==> src/rtl/branch_flush_unit_if.sv <==
// Branch-resolution bus between the EX stage and the flush controller.
// The master drives EX-stage branch information; the slave returns redirect, flush and statistics.
interface branch_flush_unit_if #(
  parameter int XLEN  = 64,
  parameter int CNT_W = 16
);
  logic             ex_valid;
  logic             ex_branch;
  logic             ex_zero;
  logic [XLEN-1:0]  ex_target;
  logic             stall;
  logic             pc_src;
  logic [XLEN-1:0]  pc_target;
  logic             flush_ifid;
  logic             flush_idex;
  logic             flush_exmem;
  logic [CNT_W-1:0] branch_count;
  logic [CNT_W-1:0] taken_count;

  modport master (
    output ex_valid, ex_branch, ex_zero, ex_target, stall,
    input  pc_src, pc_target, flush_ifid, flush_idex, flush_exmem,
           branch_count, taken_count
  );

  modport slave (
    input  ex_valid, ex_branch, ex_zero, ex_target, stall,
    output pc_src, pc_target, flush_ifid, flush_idex, flush_exmem,
           branch_count, taken_count
  );
endinterface

==> src/rtl/branch_flush_unit.sv <==
// Branch resolution and pipeline flush controller: registers the taken decision into the
// MEM boundary, redirects the PC for one cycle and flushes for FLUSH_CYCLES cycles.
module branch_flush_unit #(
  parameter int XLEN         = 64,
  parameter int FLUSH_CYCLES = 1,
  parameter int CNT_W        = 16
) (
  input logic             clk,
  input logic             reset,
  branch_flush_unit_if.slave bus
);

  localparam int FC_W = (FLUSH_CYCLES > 2) ? $clog2(FLUSH_CYCLES - 1) : 1;
  localparam logic [FC_W-1:0] FC_LOAD = FC_W'((FLUSH_CYCLES > 1) ? FLUSH_CYCLES - 2 : 0);

  typedef enum logic [1:0] {
    IDLE     = 2'd0,
    REDIRECT = 2'd1,
    FLUSH    = 2'd2
  } state_t;

  state_t           state;
  logic [FC_W-1:0]  fcnt;
  logic             pc_src_p1;
  logic             flush_p1;
  logic [XLEN-1:0]  pc_target_p1;
  logic [CNT_W-1:0] branch_cnt;
  logic [CNT_W-1:0] taken_cnt;
  logic             accept;
  logic             taken;

  function automatic logic [CNT_W-1:0] sat_inc(input logic [CNT_W-1:0] v);
    return (&v) ? v : v + CNT_W'(1);
  endfunction

  // Wrong-path branches arriving outside IDLE are squashed by the state term.
  assign accept = (state == IDLE) && bus.ex_valid && bus.ex_branch && !bus.stall;
  assign taken  = accept && bus.ex_zero;

  // EX -> MEM boundary: decision, target and statistics registered here
  always_ff @(posedge clk) begin
    if (reset) begin
      state        <= IDLE;
      fcnt         <= '0;
      pc_src_p1    <= 1'b0;
      flush_p1     <= 1'b0;
      pc_target_p1 <= '0;
      branch_cnt   <= '0;
      taken_cnt    <= '0;
    end else begin
      case (state)
        IDLE: begin
          if (accept) branch_cnt <= sat_inc(branch_cnt);
          if (taken) begin
            taken_cnt    <= sat_inc(taken_cnt);
            pc_target_p1 <= bus.ex_target;
            pc_src_p1    <= 1'b1;
            flush_p1     <= 1'b1;
            state        <= REDIRECT;
          end
        end
        REDIRECT: begin
          pc_src_p1 <= 1'b0;
          if (FLUSH_CYCLES > 1) begin
            fcnt     <= FC_LOAD;
            flush_p1 <= 1'b1;
            state    <= FLUSH;
          end else begin
            flush_p1 <= 1'b0;
            state    <= IDLE;
          end
        end
        FLUSH: begin
          if (fcnt == '0) begin
            flush_p1 <= 1'b0;
            state    <= IDLE;
          end else begin
            fcnt <= fcnt - FC_W'(1);
          end
        end
        default: begin
          pc_src_p1 <= 1'b0;
          flush_p1  <= 1'b0;
          state     <= IDLE;
        end
      endcase
    end
  end

  assign bus.pc_src       = pc_src_p1;
  assign bus.pc_target    = pc_target_p1;
  assign bus.flush_ifid   = flush_p1;
  assign bus.flush_idex   = flush_p1;
  assign bus.flush_exmem  = flush_p1;
  assign bus.branch_count = branch_cnt;
  assign bus.taken_count  = taken_cnt;

endmodule

==> src/flat_wrapper.sv <==
// flat-port wrapper written by rule: the top's interface ports become plain ports
module branch_flush_unit_flat 
#(
  parameter int XLEN         = 64,
  parameter int FLUSH_CYCLES = 1,
  parameter int CNT_W        = 16
)
  (clk, reset, bus_ex_valid, bus_ex_branch, bus_ex_zero, bus_ex_target, bus_stall, bus_pc_src, bus_pc_target, bus_flush_ifid, bus_flush_idex, bus_flush_exmem, bus_branch_count, bus_taken_count);
  branch_flush_unit_if #(.XLEN(XLEN), .CNT_W(CNT_W)) bus_i ();
  input logic clk;
  input logic reset;
  input wire logic [$bits(bus_i.ex_valid)-1:0] bus_ex_valid;
  input wire logic [$bits(bus_i.ex_branch)-1:0] bus_ex_branch;
  input wire logic [$bits(bus_i.ex_zero)-1:0] bus_ex_zero;
  input wire logic [$bits(bus_i.ex_target)-1:0] bus_ex_target;
  input wire logic [$bits(bus_i.stall)-1:0] bus_stall;
  output wire logic [$bits(bus_i.pc_src)-1:0] bus_pc_src;
  output wire logic [$bits(bus_i.pc_target)-1:0] bus_pc_target;
  output wire logic [$bits(bus_i.flush_ifid)-1:0] bus_flush_ifid;
  output wire logic [$bits(bus_i.flush_idex)-1:0] bus_flush_idex;
  output wire logic [$bits(bus_i.flush_exmem)-1:0] bus_flush_exmem;
  output wire logic [$bits(bus_i.branch_count)-1:0] bus_branch_count;
  output wire logic [$bits(bus_i.taken_count)-1:0] bus_taken_count;
  assign bus_i.ex_valid = bus_ex_valid;
  assign bus_i.ex_branch = bus_ex_branch;
  assign bus_i.ex_zero = bus_ex_zero;
  assign bus_i.ex_target = bus_ex_target;
  assign bus_i.stall = bus_stall;
  assign bus_pc_src = bus_i.pc_src;
  assign bus_pc_target = bus_i.pc_target;
  assign bus_flush_ifid = bus_i.flush_ifid;
  assign bus_flush_idex = bus_i.flush_idex;
  assign bus_flush_exmem = bus_i.flush_exmem;
  assign bus_branch_count = bus_i.branch_count;
  assign bus_taken_count = bus_i.taken_count;
  branch_flush_unit #(.XLEN(XLEN), .FLUSH_CYCLES(FLUSH_CYCLES), .CNT_W(CNT_W)) u_core (.clk(clk), .reset(reset), .bus(bus_i));
endmodule
==> config.mk <==
export PLATFORM = sky130hd
export DESIGN_NAME = branch_flush_unit_flat
export DESIGN_NICKNAME = d
export VERILOG_FILES = /design/src/rtl/branch_flush_unit_if.sv /design/src/rtl/branch_flush_unit.sv /design/src/flat_wrapper.sv
export SDC_FILE = /design/constraint.sdc
export NUM_CORES = 1
export LEC_CHECK = 0
export ABC_AREA = 0
export CAP_MARGIN = 30
export CORE_ASPECT_RATIO = 0.8
export CORE_MARGIN = 10
export CORE_UTILIZATION = 45
export CTS_BUF_LIST = sky130_fd_sc_hd__clkbuf_4 sky130_fd_sc_hd__clkbuf_8 sky130_fd_sc_hd__clkbuf_16
export DETAILED_ROUTE_END_ITERATION = 7
export HOLD_SLACK_MARGIN = 0.06
export PLACE_DENSITY = 0.93
export SLEW_MARGIN = 20
export SYNTH_ARGS = -nofsm -noshare
export SYNTH_HDL_FRONTEND = slang
export SYNTH_SLANG_ARGS = --single-unit
==> constraint.sdc <==
create_clock -name clk -period 4.1 [get_ports clk]
set_input_delay 0.82 -clock clk [delete_from_list [all_inputs] [get_ports clk]]
set_output_delay 0.82 -clock clk [all_outputs]
set_load 0.1 [all_outputs]
==> After elaboration in Yosys (flattened, before gate mapping) <==
Index checks and enable logic that the tools add are counted.
{ "word_totals": {"ff_bits": 101, "latch_bits": 0, "ram_bits": 0, "mem_bits_ro": 0, "output_inout_bits": 100, "word_cells": 37, "memories": 0} }
{ "op_classes": {"add_sub_neg": 3, "mul": 0, "div": 0, "magnitude_cmp": 0, "eq_ne": 3, "shifts": 0, "muxes": 8, "bitwise_logic": 3, "n_reduce_logical": 13} }
{ "ops": {"columns": ["operator", "n"], "rows": [
  ["16-bit by 1-bit adder with 16-bit output (second input constant)", 2],
  ["16-bit AND reduction", 2],
  ["2-bit AND reduction", 3],
  ["3-bit AND reduction", 2],
  ["1-bit logical AND", 4],
  ["2-bit two-way mux", 2],
  ["1-bit one-hot mux with 2 select lines", 2],
  ["2-bit one-hot mux with 2 select lines", 1],
  ["1-bit two-way mux", 3],
  ["1-bit inverter", 3],
  ["2-bit equality test (second input constant)", 1],
  ["2-bit logical NOT", 1],
  ["2-bit by 1-bit inequality test with 1-bit output (second input constant)", 1],
  ["2-bit inequality test (second input constant)", 1],
  ["1-bit logical NOT", 1],
  ["1-bit subtractor (second input constant)", 1]
]} }

==> Logic depth before layout (Yosys ltp) <==
Gate-level depths: netlist (run 1).
{ "depth": {"word_depth": 7, "ltp_mapped": 7, "ltp_nobuf": 5} }

==> Worst setup path after synthesis (run 1) <==
OpenSTA, ideal clock, no wires.
{ "synth_timing": {"path_type": "register to register", "startpoint": "reg u_core.branch_cnt[0], in the netlist u_core.bus.branch_count[0]", "endpoint": "reg u_core.branch_cnt[1], in the netlist u_core.bus.branch_count[1]", "setup_ns": 0.071, "t_arrival_ns": 2.516, "setup_slack_ns": 1.513, "stages_incl_launch_ff": 8, "period_less_slack_ns": 2.587, "cell_sequence": "dfxtp_1 ha_1 nand3_1 nor4_1 clkbuf_1 buf_2 o21ai_0 a21oi_1"} }
{ "synth_between": {"elab_chain_cells": 3, "word_cells_on_any_way": 4, "cone_classes": "add/sub (1); bitwise (1); reduce/logical (2)"} }
{ "synth_rtl": {"columns": ["item", "line_no", "text"], "rows": [
  ["start, declared", "branch_flush_unit.sv:27", "logic [CNT_W-1:0] branch_cnt;"],
  ["start signal, assigned", "branch_flush_unit.sv:53", "if (accept) branch_cnt <= sat_inc(branch_cnt);"],
  ["parallel branches: the longest is 3 deep, another holds 16-bit by 1-bit adder with 16-bit output", null, null]
]} }
Several ways; the timed one is not identified.
A chain may end at the register's enable or synchronous reset.

==> Worst setup path in the final report (run 1) <==
{ "layout_timing": {"startpoint": "reg u_core.branch_cnt[11], in the netlist u_core.bus.branch_count[11]", "endpoint": "out bus_branch_count[11]"} }
{ "layout_lines": {"columns": ["item", "line_no", "text"], "rows": [
  ["end, declared", "flat_wrapper.sv:22", "output wire logic [$bits(bus_i.branch_count)-1:0] bus_branch_count;"]
]} }
No word-level cell between the ends.

==> results of run 1 <==
-- synthesized netlist by cell type, types with 5 or more instances --
| library cell | number | area share (%) |
|---|---|---|
| nor2b_1 | 6 | 0.96 |
| dfxtp_1 | 97 | 49 |
| o31ai_1 | 13 | 2.5 |
| o41ai_1 | 6 | 1.3 |
| o21ai_0 | 6 | 0.76 |
| nand3_1 | 12 | 1.5 |
| inv_1 | 8 | 0.76 |
| nor2_1 | 7 | 0.67 |
| a21oi_1 | 87 | 11 |
| nand4_1 | 7 | 1.1 |
| nand2_1 | 146 | 14 |
| nor4_1 | 8 | 1.3 |
| or3_1 | 5 | 0.80 |
| clkbuf_1 | 21 | 2.0 |
| or4_1 | 14 | 2.7 |
| buf_1 | 6 | 0.57 |
-- logic make-up (layout without fill, tap and decap cells) --
family,after synthesis,count (layout),synth area share (%)
simple gates,227,227,27.7
fa+ha+maj,2,2,0.637
buf+inv,40,200,4.17
flops,97,97,49.4
mux,5,5,1.40
compound gates,117,117,16.7
-- power by group through the flow --
stage	sequential (uW)	clock [uW]	combinational [uW]
CTS	964	660	259
finish	964	647	259
global placement	985	0	255
detailed placement	986	0	258
global route	966	698	271
floorplan	1090	0	47.6
-- final timing paths --
check | startpoint | endpoint | slack, ns | cells after the start
setup / recovery | u_core.bus.branch_count[11]$_SDFFE_PP0P_ | bus_branch_count[11] | 1.22 | 1
hold / removal | u_core.bus.pc_target[61]$_SDFFE_PP0P_ | u_core.bus.pc_target[61]$_SDFFE_PP0P_ | 0.46 | 2
setup reg to reg | u_core.bus.taken_count[0]$_SDFFE_PP0P_ | u_core.bus.taken_count[0]$_SDFFE_PP0P_ | 1.93 | 5
hold reg to reg | u_core.bus.pc_target[61]$_SDFFE_PP0P_ | u_core.bus.pc_target[61]$_SDFFE_PP0P_ | 0.46 | 2
-- cell type report --
class                      count  area share (%)
inverter                       8           0.509
clock buffer                   9            2.10
tap                          112            2.38
sequential                    97            32.9
multi-input combinational    351            31.1
timing repair buffer         176            29.5
clock inverter                 7            1.46
-- metal layers --
metal	wire length [um]	part of all wire [%]	global-route usage, %
met5	0	0	0
met4	371	2.9	7.14
met3	1190	9.5	8.30
met2	6280	50	31.8
met1	4740	38	18.8
-- through the flow --
stage / cells / worst slack, ns / util [%] / hold slack, ns
2_1_floorplan: 488 / 1.51 / - / 0.887
3_3_place_gp: 744 / 1.18 / 67.0 / 0.441
3_5_place_dp: 744 / 1.17 / 67.0 / 0.448
4_1_cts: 760 / 1.22 / 69.5 / 0.461
5_1_grt: 760 / 1.14 / 69.5 / 0.475
6_report: 760 / 1.22 / 69.5 / 0.457
-- sequential cells by signal, summed over array words and instances, names as in the netlist --
signal	flops
u_core.bus.pc_src	1
u_core.bus.pc_target	64
u_core.bus.taken_count	16
u_core.bus.branch_count	16
==> results.yml, run 1 <==
outcome:
  run_status: "completed"
power_and_ir_drop:
  netSwitchingFraction_pct: 28.1
  power_dens_cells_nw_per_um2: 317
  p_sw_uw: 525
  post-layout-total-power_uw: 1870
  vdd_ir_drop_max_mv: 0.282
  leakagePower_uw: 0.00189
  comb_power_share_pct: 13.8
  p_int_uw: 1340
  power_frac_seq_pct: 51.6
  share_clk_of_total_power_pct: 34.6
timing:
  worst_setup_skew_after_layout_ns: 0.0118
  period_share_pct: 70.3
  hold_violations: 0
  finalCriticalPeriod_ns: 2.88
  totalNegativeSetupSlack_ns: 0
  setup_viol_count_final: 0
  relSlewSlack_pct: 30.6
  setup_repair_after_global_routing_missed_its_margin: "false"
  worst_tran_pin_value_ns: 1.04
  max_freq_mhz: 347
  slew_viol_final: 0
detailed_routing:
  detail-route-antenna-nets: 0
  detailed_route_wl_um: 12600
  number_of_remaining_drc_errors: 0
  detail_route.vias_per_cell: 5.41
  initialDrtViolationCount: 369
  firstDrtPassIters: 5
  post_drt_wl_per_cell_um: 16.6
  via_count: 4108
logic_synthesis:
  ys_seq_elements: 97
  fraction_of_synthesis_flops_using_an_asynchronous_set_or_reset_pin_pct: 0
  netlist_instances: 488
  synth_area_per_cell_um2: 8.05
  mappedNetlistArea_um2: 3930
  ys.warnings.count: 0
  ys_seq_area_share_pct: 49.4
  synth_nets: 560
  synth_edf_count: 0
  ys_flop_type: "dfxtp_1"
  netlist-cell-type-count: 41
clocking:
  tritoncts: "yes"
  ctsLongestPathBuffers: 2
  cts_sinks: 97
  post_cts.repair.setup_buffers: 0
  h-tree-depth: 3
  post_cts_hold_buffer_count: 0
  clock_tree.root_cell: "clkbuf_8"
  clkTransAtPathRegs_ns: 0.10
  postCtsResizedCells: 0
  numCtsBuffers: 9
  insertion_delay_ns: 0.36
grt:
  grt_pass1_wl_um: 20200
  grt_pass1_vias: 4025
  number_of_antenna_violations_at_the_first_check_in_global_routing: 0
  overflow: 0
  global_route.usage.total_pct: 18.3
  grt_max_degree: 45
placed_design:
  routabilityCongestion: 0.882
  buffer_ports.inserted: 169
  placement.cell_area_um2: 5680
  dp.final_hpwl_um: 9610
finish:
  nFillCells: 692
  most_common_library_cell_in_the_layout_ignoring_fill_and_taps: "clkdlybuf4s50_1"
  multi_input_area_um2: 1830
  antenna_cells: 0
  layout_common_cells: "clkdlybuf4s50_1, nand2_1, dfxtp_1"
  final_cell_area_um2: 5890
  drive_above_1_share_pct: 5.86
  layout.area.seq_um2: 1940
  synthToLayoutAreaGrowth_pct: 50.0
  num-nets-final: 715
critical_path:
  critical_path.cell_chain: "clkdlybuf4s50_1"
  timing.critical_path.slowest_cell_delay_ns: 1.20
  worstPathMaxFanout: 9
  worst-setup-path-type: "reg2out"
  worstPathArrival_ns: 2.06
  critical_path.startpoint_type: "flip-flop"
  path_buf_inv: 1
  timing.critical_path.max_delay_family: "buffers and inverters"
  capturing_element_type_of_the_critical_path: "output port"
  timing.critical_path.slowest_stage_cell: "clkdlybuf4s50_1"
  critPathRequiredTime_ns: 3.28
floorplan:
  chipHeight_um: 104
  core.rowCount: 30
  boundaryPins: 170
  start_util_pct: 46.3
  die-area_um2: 12900
  floorplan.die.width_um: 124
  design.core.area_um2: 8480
hold_path:
  min_path_type: "reg2reg"
flow_run:
  drv.max_cap_violation_count: 0
(Power assumes the default switching activity.)
==> inputs of run 2 (changes only) <==
--- a/config.mk
+++ b/config.mk
@@ -9,11 +9,11 @@
 export CAP_MARGIN = 30
 export CORE_ASPECT_RATIO = 0.8
 export CORE_MARGIN = 10
-export CORE_UTILIZATION = 45
+export CORE_UTILIZATION = 42
 export CTS_BUF_LIST = sky130_fd_sc_hd__clkbuf_4 sky130_fd_sc_hd__clkbuf_8 sky130_fd_sc_hd__clkbuf_16
 export DETAILED_ROUTE_END_ITERATION = 7
 export HOLD_SLACK_MARGIN = 0.06
-export PLACE_DENSITY = 0.93
+export PLACE_DENSITY = 0.88
 export SLEW_MARGIN = 20
 export SYNTH_ARGS = -nofsm -noshare
 export SYNTH_HDL_FRONTEND = slang
==> constraint.sdc (replaced) <==
create_clock -name clk -period 2.73 [get_ports clk]
set_input_delay 0.546 -clock clk [delete_from_list [all_inputs] [get_ports clk]]
set_output_delay 0.546 -clock clk [all_outputs]
set_load 0.1 [all_outputs]
==> run 2 against run 1 <==
Compared with the run above:
- combinational power increased by 47%
- total power increased by 65%
- setup slack worse by 0.81 ns
- sequential cell count is the same
- final cell count is 0.39% higher
- via count rose by 1.1%
- final area decreased by 2.5%
- sequential share of layout area up 0.86 points
- critical endpoint is now u_core.bus.branch_count[8]$_SDFFE_PP0P_
==> results.yml, run 2 (synthesis results as in run 1) <==
timing:
  hold_violations: 0
  setup_repair_after_global_routing_missed_its_margin: "false"
  worst_setup_skew_after_layout_ns: 0.00730
  worst_tran_pin_value_ns: 0.711
  relSlewSlack_pct: 52.2
  setup_viol_count_final: 0
  post-route-worst-setup-slack_ns: 0.402
  slew_viol_final: 0
  finalCriticalPeriod_ns: 2.33
  final.hold.worst_slack_ns: 0.454
  totalNegativeSetupSlack_ns: 0
  period_share_pct: 85.3
  max_freq_mhz: 430
critical_path:
  capturing_element_type_of_the_critical_path: "flip-flop"
  worstPathArrival_ns: 2.58
  critical_path.startpoint_type: "input pin"
  worstPathMaxFanout: 20
  setup.worst_path.start: "bus_stall"
  critPathRequiredTime_ns: 2.99
  rr_startpoint: "u_core.bus.taken_count[0]$_SDFFE_PP0P_"
  worst-setup-path-type: "in2reg"
clocking:
  ctsLongestPathBuffers: 2
  post_cts.repair.setup_buffers: 0
  clkTransAtPathRegs_ns: 0.06
  clock_tree.root_cell: "clkbuf_16"
  insertion_delay_ns: 0.34
  post_cts_hold_buffer_count: 0
  numCtsBuffers: 9
  tritoncts: "yes"
  h-tree-depth: 3
  cts_sinks: 97
  postCtsResizedCells: 0
power_and_ir_drop:
  vdd_ir_drop_max_mv: 0.576
  power_dens_cells_nw_per_um2: 538
  leakagePower_uw: 0.00214
floorplan:
  core.rowCount: 31
  design.core.area_um2: 9080
  die-area_um2: 13600
  start_util_pct: 43.3
  boundaryPins: 170
  chipHeight_um: 107
  floorplan.die.width_um: 128
detailed_routing:
  via_count: 4153
  initialDrtViolationCount: 472
  detail_route.vias_per_cell: 5.44
  detailed_route_wl_um: 12500
  number_of_remaining_drc_errors: 0
  firstDrtPassIters: 5
  post_drt_wl_per_cell_um: 16.4
  detail-route-antenna-nets: 0
finish:
  antenna_cells: 0
  synthToLayoutAreaGrowth_pct: 46.2
  largest_register_ffs: 64
  finalCoreUtilization_pct: 63.3
  layout_common_cells: "nand2_1, buf_4, dfxtp_1"
  nFillCells: 761
  num-nets-final: 716
  drive_above_1_share_pct: 21.3
  most_common_library_cell_in_the_layout_ignoring_fill_and_taps: "nand2_1"
hold_path:
  min-delay-start: "u_core.bus.pc_target[18]$_SDFFE_PP0P_"
  min_path_type: "reg2reg"
flow_run:
  drv.max_cap_violation_count: 0
grt:
  grt_pass1_wl_um: 19900
  global_route.usage.total_pct: 17.7
  grt_max_degree: 50
  number_of_antenna_violations_at_the_first_check_in_global_routing: 0
  grt_pass1_vias: 3923
  overflow: 0
outcome:
  run_status: "completed"
placed_design:
  dp_slack_ns: 0.104
  dp.final_hpwl_um: 9440
  buffer_ports.inserted: 169
  routabilityCongestion: 0.901
run 2: changes by cell type in the layout (fill, tap and decap cells not counted), sizes merged:
| cell | change |
|---|---|
| inv | -2 |
| buf | +101 |
| clkbuf | +2 |
| clkdlybuf4s50 | -100 |
| clkinvlp | -1 |
run 2: metal layers:
metal / wire (um) / track usage (%) / up-vias
li1: - / - / 2025
met1: 4820 / 19.5 / 1935
met2: 6340 / 29.9 / 179
met3: 1180 / 7.85 / 14
met4: 189 / 5.62 / 0
met5: 0 / 0 / -
run 2: per-stage QoR:
stage	instance area, um^2	cells	total power, uW
floorplan	3930	488	1710
global placement	5450	748	1850
detailed placement	5450	748	1860
CTS	5740	763	3120
global route	5740	763	3200
finish	5740	763	3090
run 2: cell type report:
cell class | count | area [um^2] | area share [%]
tap | 115 | 144 | 2.50
timing repair buffer | 177 | 1500 | 26.1
clock inverter | 4 | 52.6 | 0.915
clock buffer | 11 | 246 | 4.29
multi-input combinational | 351 | 1830 | 31.9
sequential | 97 | 1940 | 33.8
inverter | 8 | 30.0 | 0.523
run 2: final timing paths:
path         slack (ns)  cells past startpoint                                 endpoint
max                0.40                      6  u_core.bus.branch_count[8]$_SDFFE_PP0P_
min                0.45                      2    u_core.bus.pc_target[18]$_SDFFE_PP0P_
max reg2reg        0.50                      5   u_core.bus.taken_count[0]$_SDFFE_PP0P_
min reg2reg        0.45                      2    u_core.bus.pc_target[18]$_SDFFE_PP0P_
run 2: critical path, cell delays in order:
cell and delay (ns):
clkdlybuf4s50_1 0.43, nand4bb_1 0.25, buf_4 0.24, or3_1 0.46
or4_1 0.49, a21oi_1 0.18
run 2: power breakdown:
part / total (uW) / switching [uW] / leakage [uW] / internal (uW)
Clock: 1260 / 518 / 0.000149 / 743
Combinational: 381 / 247 / 0.00120 / 134
Sequential: 1450 / 12.9 / 0.000784 / 1440
Total: 3090 / 777 / 0.00214 / 2310
==> inputs of run 3 (changes only) <==
--- a/config.mk
+++ b/config.mk
@@ -14,6 +14,7 @@
 export DETAILED_ROUTE_END_ITERATION = 7
 export HOLD_SLACK_MARGIN = 0.06
 export PLACE_DENSITY = 0.88
+export SETUP_SLACK_MARGIN = 0.15
 export SLEW_MARGIN = 20
 export SYNTH_ARGS = -nofsm -noshare
 export SYNTH_HDL_FRONTEND = slang
==> run 3 against run 2 <==
Compared with the run above:
- highest routed layer unchanged
- clock skew about the same
- register-to-register slack improved by 0.08 ns
- combinational power barely moved
- final area rose by 0.17%
- via count fell by 0.67%
- critical endpoint unchanged
- global-route usage fell by 0.076 points
- total power shrank 1.5%
- first-iteration DRC count down 30%
- fmax is 4.6% higher
==> results.yml, run 3 (synthesis results as in run 1) <==
clocking:
  post_cts.repair.setup_buffers: 0
  post_cts_hold_buffer_count: 0
  clkTransAtPathRegs_ns: 0.07
  tritoncts: "yes"
  clock_tree.root_cell: "clkbuf_16"
  cts_sinks: 97
  ctsLongestPathBuffers: 2
  insertion_delay_ns: 0.33
  h-tree-depth: 3
  postCtsResizedCells: 0
  numCtsBuffers: 9
finish:
  most_common_library_cell_in_the_layout_ignoring_fill_and_taps: "nand2_1"
  drive_above_1_share_pct: 22.0
  antenna_cells: 0
  num-nets-final: 718
  layout_common_cells: "nand2_1, buf_4, dfxtp_1"
  largest_register_ffs: 64
  synthToLayoutAreaGrowth_pct: 46.5
detailed_routing:
  number_of_remaining_drc_errors: 0
  detail-route-antenna-nets: 0
  initialDrtViolationCount: 331
  post_drt_wl_per_cell_um: 16.1
  firstDrtPassIters: 5
  detail_route.vias_per_cell: 5.39
  detailed_route_wl_um: 12400
  via_count: 4125
outcome:
  run_status: "completed"
timing:
  finalCriticalPeriod_ns: 2.22
  worst_tran_pin_value_ns: 0.675
  setup_repair_after_global_routing_missed_its_margin: "false"
  slew_viol_final: 0
  hold_violations: 0
  worst_setup_skew_after_layout_ns: 0.00682
  max_freq_mhz: 449
  final.hold.worst_slack_ns: 0.456
  relSlewSlack_pct: 54.6
  totalNegativeSetupSlack_ns: 0
  period_share_pct: 81.5
  setup_viol_count_final: 0
hold_path:
  min_path_type: "reg2reg"
grt:
  number_of_antenna_violations_at_the_first_check_in_global_routing: 0
  global_route.usage.total_pct: 17.6
  overflow: 0
  grt_max_degree: 39
  grt_pass1_wl_um: 19900
  grt_pass1_vias: 3975
critical_path:
  critical_path.cell_chain: "clkdlybuf4s50_1 > nand4bb_1 > buf_4 > or3_1 > or4_1 > a21oi_1"
  worstPathMaxFanout: 7
  critPathRequiredTime_ns: 2.98
  worstPathArrival_ns: 2.48
  timing.critical_path.slowest_cell_delay_ns: 0.49
  timing.critical_path.slowest_stage_cell: "or4_1"
  capturing_element_type_of_the_critical_path: "flip-flop"
  critical_path.startpoint_type: "input pin"
  worst-setup-path-type: "in2reg"
floorplan:
  core.rowCount: 31
  die-area_um2: 13600
  start_util_pct: 43.3
  chipHeight_um: 107
  boundaryPins: 170
  floorplan.die.width_um: 128
  design.core.area_um2: 9080
placed_design:
  dp.final_hpwl_um: 9310
  buffer_ports.inserted: 169
  routabilityCongestion: 0.901
flow_run:
  drv.max_cap_violation_count: 0
power_and_ir_drop:
  vdd_ir_drop_max_mv: 0.453
  leakagePower_uw: 0.00214
  power_dens_cells_nw_per_um2: 529
## run 3: cell count changes in the layout (fill, tap and decap cells not counted)
cell and delta:
bufinv_16 -1, dfxtp_2 +2, dfxtp_1 -2, clkbuf_8 +1, clkinv_4 -1, buf_4 +2, clkbuf_4 +1, clkinvlp_4 +2
clkinv_2 -1
## run 3: metal layers
metal  routed length, um  GRT usage (%)  up-vias
li1                    -              -     2022
met3                1290           7.60       14
met2                6290           30.1      173
met4                 236           6.34        0
met1                4550           19.0     1916
met5                   0              0        -
## run 3: worst max-delay path, delay by kind of cell
family	cells	cell delay, ns
AND/OR/NAND/NOR	3	1.16
AO/OA/AOI/OAI	1	0.18
buffers and inverters	2	0.59
## run 3: metrics by stage
step / utilization [%] / instance area (um^2) / instances / worst slack [ns] / total power [uW]
finish: 63.4 / 5750 / 766 / 0.505 / 3040
CTS: 63.4 / 5750 / 766 / 0.521 / 3070
floorplan: - / 3930 / 488 / 0.204 / 1710
detailed placement: 60.2 / 5460 / 750 / 0.171 / 1860
global route: 63.4 / 5750 / 766 / 0.388 / 3160
global placement: 60.2 / 5460 / 750 / 0.239 / 1860
## run 3: area by class of cell
type                            count  area [um^2]
Clock inverter                      3         23.8
Clock buffer                       13          268
Tap cell                          115          144
Sequential cell                    97         1940
Timing Repair Buffer              179         1510
Multi-Input combinational cell    351         1830
Fill cell                         782         3320
Inverter                            8         30.0
## run 3: path summary, 6_finish.rpt
check                                    startpoint                                 endpoint  slack (ns)  cells past startpoint
min reg2reg   u_core.bus.pc_target[34]$_SDFFE_PP0P_    u_core.bus.pc_target[34]$_SDFFE_PP0P_        0.46                      2
min           u_core.bus.pc_target[34]$_SDFFE_PP0P_    u_core.bus.pc_target[34]$_SDFFE_PP0P_        0.46                      2
max reg2reg  u_core.bus.taken_count[0]$_SDFFE_PP0P_   u_core.bus.taken_count[0]$_SDFFE_PP0P_        0.58                      5
max                                       bus_stall  u_core.bus.branch_count[8]$_SDFFE_PP0P_        0.51                      6
## run 3: power by group
group	switching, uW	total [uW]	internal, uW
clock	523	1210	692
sequential	12.7	1450	1440
combinational	246	380	135
total	781	3040	2260
